### config.mk
export PLATFORM = sky130hd
export DESIGN_NAME = axi4lite_periph_bridge
export DESIGN_NICKNAME = d
export VERILOG_FILES = /design/src/rtl/axi4lite_periph_bridge.sv
export SDC_FILE = /design/constraint.sdc
export NUM_CORES = 1
export LEC_CHECK = 0
export BUFFER_PORTS_ARGS = -buffer_cell sky130_fd_sc_hd__buf_2
export CAP_MARGIN = 5
export CORE_MARGIN = 5
export CORE_UTILIZATION = 45
export DETAILED_ROUTE_END_ITERATION = 6
export GPL_TIMING_DRIVEN = 0
export PLACE_DENSITY = 0.8
export SYNTH_ARGS = -nofsm -noshare
export SYNTH_HDL_FRONTEND = slang
export SYNTH_SLANG_ARGS = --single-unit
### constraint.sdc
create_clock -name clk_i -period 6.2 [get_ports clk_i]
set_clock_uncertainty 0.05 [all_clocks]
set_input_delay 0.93 -clock clk_i [delete_from_list [all_inputs] [get_ports clk_i]]
set_output_delay 0.93 -clock clk_i [all_outputs]
set_load 0.005 [all_outputs]
### src/rtl/axi4lite_periph_bridge.sv
// AXI4-Lite single-beat responder driving a req/ack peripheral bus.
// Alternating write/read arbitration, ack timeout to SLVERR, held responses.
module axi4lite_periph_bridge #(
  parameter int unsigned TIMEOUT_CYCLES = 255
) (
  input  logic        clk_i,
  input  logic        rst_i,
  input  logic        inport_awvalid_i,
  input  logic [31:0] inport_awaddr_i,
  input  logic        inport_wvalid_i,
  input  logic [31:0] inport_wdata_i,
  input  logic [3:0]  inport_wstrb_i,
  input  logic        inport_bready_i,
  input  logic        inport_arvalid_i,
  input  logic [31:0] inport_araddr_i,
  input  logic        inport_rready_i,
  output logic        inport_awready_o,
  output logic        inport_wready_o,
  output logic        inport_bvalid_o,
  output logic [1:0]  inport_bresp_o,
  output logic        inport_arready_o,
  output logic        inport_rvalid_o,
  output logic [31:0] inport_rdata_o,
  output logic [1:0]  inport_rresp_o,
  output logic [31:0] outport_addr_o,
  output logic [31:0] outport_data_wr_o,
  output logic [3:0]  outport_wr_o,
  output logic        outport_rd_o,
  input  logic        outport_ack_i,
  input  logic        outport_error_i,
  input  logic [31:0] outport_data_rd_i
);

  localparam int unsigned ADDR_W = 32;
  localparam int unsigned DATA_W = 32;
  localparam int unsigned STRB_W = 4;
  localparam int unsigned CNT_W  = 8;
  localparam logic [1:0] RESP_OKAY   = 2'b00;
  localparam logic [1:0] RESP_SLVERR = 2'b10;
  localparam logic       TIMEOUT_EN  = (TIMEOUT_CYCLES != 0);
  localparam logic [CNT_W-1:0] TIMEOUT_LAST =
    CNT_W'((TIMEOUT_CYCLES == 0) ? 0 : TIMEOUT_CYCLES - 1);

  typedef enum logic [2:0] {
    ST_IDLE,
    ST_WRITE,
    ST_READ,
    ST_BRESP,
    ST_RRESP
  } state_e;

  state_e              state_q, state_d;
  logic [ADDR_W-1:0]   addr_q, addr_d;
  logic [DATA_W-1:0]   wdata_q, wdata_d;
  logic [STRB_W-1:0]   strb_q, strb_d;
  logic [DATA_W-1:0]   rdata_q, rdata_d;
  logic [1:0]          bresp_q, bresp_d;
  logic [1:0]          rresp_q, rresp_d;
  logic                prio_wr_q, prio_wr_d;
  logic [CNT_W-1:0]    cnt_q, cnt_d;

  logic wr_elig_c, rd_elig_c, wr_grant_c, rd_grant_c, timeout_c;
  logic unused_c;

  // Word alignment discards the low address bits.
  assign unused_c = ^{inport_awaddr_i[1:0], inport_araddr_i[1:0]};

  // Arbitration: write wins a conflict only when it holds priority.
  assign wr_elig_c  = inport_awvalid_i & inport_wvalid_i;
  assign rd_elig_c  = inport_arvalid_i;
  assign wr_grant_c = (state_q == ST_IDLE) & wr_elig_c & (prio_wr_q | ~rd_elig_c);
  assign rd_grant_c = (state_q == ST_IDLE) & rd_elig_c & ~wr_grant_c;
  assign timeout_c  = TIMEOUT_EN & (cnt_q == TIMEOUT_LAST);

  // State and datapath registers
  always_ff @(posedge clk_i or posedge rst_i) begin
    if (rst_i) begin
      state_q   <= ST_IDLE;
      addr_q    <= '0;
      wdata_q   <= '0;
      strb_q    <= '0;
      rdata_q   <= '0;
      bresp_q   <= RESP_OKAY;
      rresp_q   <= RESP_OKAY;
      prio_wr_q <= 1'b1;
      cnt_q     <= '0;
    end else begin
      state_q   <= state_d;
      addr_q    <= addr_d;
      wdata_q   <= wdata_d;
      strb_q    <= strb_d;
      rdata_q   <= rdata_d;
      bresp_q   <= bresp_d;
      rresp_q   <= rresp_d;
      prio_wr_q <= prio_wr_d;
      cnt_q     <= cnt_d;
    end
  end

  // Next-state and datapath update
  always_comb begin
    state_d   = state_q;
    addr_d    = addr_q;
    wdata_d   = wdata_q;
    strb_d    = strb_q;
    rdata_d   = rdata_q;
    bresp_d   = bresp_q;
    rresp_d   = rresp_q;
    prio_wr_d = prio_wr_q;
    cnt_d     = cnt_q;

    unique case (state_q)
      ST_IDLE: begin
        if (wr_grant_c) begin
          addr_d    = {inport_awaddr_i[ADDR_W-1:2], 2'b00};
          wdata_d   = inport_wdata_i;
          strb_d    = inport_wstrb_i;
          prio_wr_d = 1'b0;
          cnt_d     = '0;
          // An all-zero strobe completes without touching the peripheral.
          if (inport_wstrb_i != '0) begin
            state_d = ST_WRITE;
          end else begin
            bresp_d = RESP_OKAY;
            state_d = ST_BRESP;
          end
        end else if (rd_grant_c) begin
          addr_d    = {inport_araddr_i[ADDR_W-1:2], 2'b00};
          prio_wr_d = 1'b1;
          cnt_d     = '0;
          state_d   = ST_READ;
        end
      end
      ST_WRITE: begin
        if (outport_ack_i) begin
          bresp_d = outport_error_i ? RESP_SLVERR : RESP_OKAY;
          state_d = ST_BRESP;
        end else if (timeout_c) begin
          bresp_d = RESP_SLVERR;
          state_d = ST_BRESP;
        end else begin
          cnt_d = cnt_q + CNT_W'(1);
        end
      end
      ST_READ: begin
        if (outport_ack_i) begin
          rresp_d = outport_error_i ? RESP_SLVERR : RESP_OKAY;
          rdata_d = outport_data_rd_i;
          state_d = ST_RRESP;
        end else if (timeout_c) begin
          rresp_d = RESP_SLVERR;
          rdata_d = '0;
          state_d = ST_RRESP;
        end else begin
          cnt_d = cnt_q + CNT_W'(1);
        end
      end
      ST_BRESP: begin
        if (inport_bready_i) state_d = ST_IDLE;
      end
      ST_RRESP: begin
        if (inport_rready_i) state_d = ST_IDLE;
      end
      default: state_d = ST_IDLE;
    endcase
  end

  assign inport_awready_o  = wr_grant_c;
  assign inport_wready_o   = wr_grant_c;
  assign inport_arready_o  = rd_grant_c;
  assign inport_bvalid_o   = (state_q == ST_BRESP);
  assign inport_rvalid_o   = (state_q == ST_RRESP);
  assign inport_bresp_o    = bresp_q;
  assign inport_rresp_o    = rresp_q;
  assign inport_rdata_o    = rdata_q;
  assign outport_addr_o    = addr_q;
  assign outport_data_wr_o = wdata_q;
  assign outport_wr_o      = (state_q == ST_WRITE) ? strb_q : '0;
  assign outport_rd_o      = (state_q == ST_READ);

endmodule

==> results.md <==
* Htree depth at 3
* Final wirelength at around 13 mm
* Clk_lat worst skew at 370 ps
* Fin. Hold Viols at 0
* Non-Filler Instances at 788
* Initial Util at a little under half
* Core box area at between 10000 and 15000 um2
* Routed vias/inst at approximately 5.1
* Hold/Removal Path Class: flop to flop
* Minimum clock period at 3020 ps
* Root Buffer: clkbuf_8
* Slew Limit Headroom at 54.7%
* Reg area at roughly 2800 um2
* Hold Buf Count CTS at 0
* DRC viols at 0
* Netlist cell types at 54
* Deepest clock path buffer count at 2
* Reg2reg setup slack at 4230 ps
* Static leakage at 3.27 nW
* HPWL after DPL at about 11 mm
* Async SR Flop Fraction at 100%
* Req. time, crit path at around 5200 ps
* Synth area leaders: dfrtp_1, mux2_2, mux2i_1
* Final #Nets at 790
* Fillers at approximately 840
* Die area at ~13000 um2
* Fin Setup TNS at 0 ps
* Vias in the first global route at approximately 4200
* Largest net degree at the start of global routing at 74
* Count of state elements after synthesis at roughly 110
* Post-synth top area share at around 57%
* Fmax at ~330 MHz
* Final setup fails at 0
* Die Width at about 110 um
* CTS tree: built
* Critical Path AT at 2040 ps
* Floorplan row count at 37
* Placed Area at between 6000 and 7000 um2
* CTS resizes at 0
* Syn-to-layout area delta at 33.5%
* Clk slew on worst S/H paths at approximately 110 ps
* Synthesized instance count at 390
* CTS Buf Count at 9
* Multi-input gate area at 1800 um2
* Sequential-to-total area share from yosys stat at between 50% and 60%
* Crit Path Class: input pin to output port
* Gpl congestion at 0.909
* Status: completed
* Syn. warnings at 0
* Pwr Density at roughly 450 nW/um2
* GRT Total Usage at between 20 and 25%
* Number of flops mapped to enable cells by yosys at 0
* CTS sink count at 112
* Post-Syn Area at between 4000 and 5000 um2
* Area leader, netlist: dfrtp_1
* I/O pins at roughly 250
* DRT Pass-1 Iters at 4
* Port Buf Inserts at about 240
* DR iter-0 viols at roughly 270
* Post-CTS Setup Inserts at 0
* RSZ-0062 raised after global routing: no
* IR Drop Worst-Case VDD at ~0.23 mV
* Final Max Tran Viols at 0
* Hold Slack at around 430 ps
* Share of cells above drive strength 1 at just under 50%
* MaxCap Viol Count at 0
* Die span in y at 114 um
* Grt total ovfl at 0
* Routed vias at a little over 4000
* Syn_area_per_cell at roughly 12 um2
* Antenna diodes at 0
* Global-route wire length before repair at 20.8 mm
* Routed Antenna Nets at 0
* Top FF cell, synth: dfrtp_1
* Initial antenna violation count at 1
* Drt wl/cell at about 17 um
* Worst Setup End Kind: output port
* Worst Setup Start Kind: input pin
* Worst Path Max Fanout at 11
* Worst-Margin Slew at about 670 ps
* Finished Cell Area at 6460 um2
* Final Cycle Share at 48.6%
* Placed insts at ~770
[synth_stat cells, types with 2 or more instances]
master	instances
a21oi_1	3
a22o_1	32
a2bb2oi_1	2
a31oi_1	9
a41oi_1	2
and2_1	2
and3_1	4
and4_1	2
buf_12	3
buf_2	8
buf_4	10
clkbuf_1	8
dfrtp_1	111
ha_1	2
inv_1	6
mux2_2	36
mux2i_1	30
nand2_1	38
nand2b_1	4
nand3_1	4
nor2_1	6
nor2b_1	2
nor4_1	2
o21ai_0	16
o21ai_1	19
[layer usage]
| metal | wire [um] | share of wire (%) | global-route usage, % | vias to the layer above |
|---|---|---|---|---|
| met2 | 6540 | 50 | 34.3 | 172 |
| met1 | 5260 | 40 | 24.1 | 1928 |
| met4 | 223 | 1.7 | 5.53 | 2 |
| li1 | - | - | - | 1920 |
| met5 | 20 | 0.15 | 0 | - |
| met3 | 1150 | 8.7 | 6.84 | 17 |
[kinds of logic after synthesis]
logic type | Yosys count | share of synthesized area [%]
buffers and inverters | 37 | 5.02
AOI/OAI and AO/OA | 98 | 14.2
adders and majority gates | 2 | 0.517
DFF | 112 | 58.0
xor gates and xnor gates | 1 | 0.181
and+or+nand+nor | 73 | 7.45
muxes | 66 | 14.6
other | 1 | 0.0775
[state kept, by name, summed over array words and instances, names as in the netlist]
| register | flops |
|---|---|
| inport_rdata_o | 32 |
| strb_q | 4 |
| state_q | 3 |
| outport_addr_o | 30 |
| inport_bresp_o | 1 |
| inport_rresp_o | 1 |
| outport_data_wr_o | 32 |
| prio_wr_q | 1 |
| cnt_q | 8 |
[where the power goes]
part / leakage (nW) / switching (mW) / internal, mW
Sequential: 1.39 / 0.184 / 1.07
Combinational: 1.79 / 0.605 / 0.634
Clock: 0.0966 / 0.251 / 0.191
[cells in the final DEF (no fill, tap or decap), types with 9 or more instances in the layout]
cell / n
a22o_1: 32
a31oi_1: 9
buf_2: 250
buf_4: 10
clkbuf_8: 9
dfrtp_1: 111
mux2_2: 36
mux2i_1: 30
nand2_1: 38
o21ai_0: 16
o21ai_1: 19
[critical path, stage by stage]
cell      delay, ps
buf_2           110
nand2b_1         90
and4_1          200
buf_4           170
buf_12          150
buf_12          150
buf_4           120
buf_2           110
[final timing paths]
path | start | endpoint | cells after the start
worst max-delay path | inport_arvalid_i | inport_wready_o | 8
worst max register to register | cnt_q[0]$_DFFE_PP0P_ | inport_rdata_o[22]$_DFFE_PP0P_ | 7
worst min register to register | outport_addr_o[2]$_DFFE_PP0P_ | outport_addr_o[2]$_DFFE_PP0P_ | 2
max in group asynchronous | rst_i | prio_wr_q$_DFFE_PP1P_ | 3
min in group asynchronous | rst_i | outport_addr_o[26]$_DFFE_PP0P_ | 2
worst min-delay path | outport_addr_o[2]$_DFFE_PP0P_ | outport_addr_o[2]$_DFFE_PP0P_ | 2
[stage by stage]
stage	total power [mW]	setup WS, ps	utilization (%)
after floorplan	1.95	2260	-
after global placement	2.47	1140	59.8
after detailed placement	2.53	3180	60.1
after CTS	2.97	3170	62.0
after global routing	3.16	3060	62.0
final	2.93	3180	62.0
[final cells by class]
class / count / share of cell area, %
flip-flops and latches: 112 / 43.4
multi-input cells: 244 / 27.9
repair buffers: 243 / 19.2
plain buffers: 31 / 3.41
well taps: 136 / 2.63
clock buffers: 9 / 1.92
clock inverters: 7 / 1.18
inverters: 6 / 0.387
(Power assumes the default switching activity.)
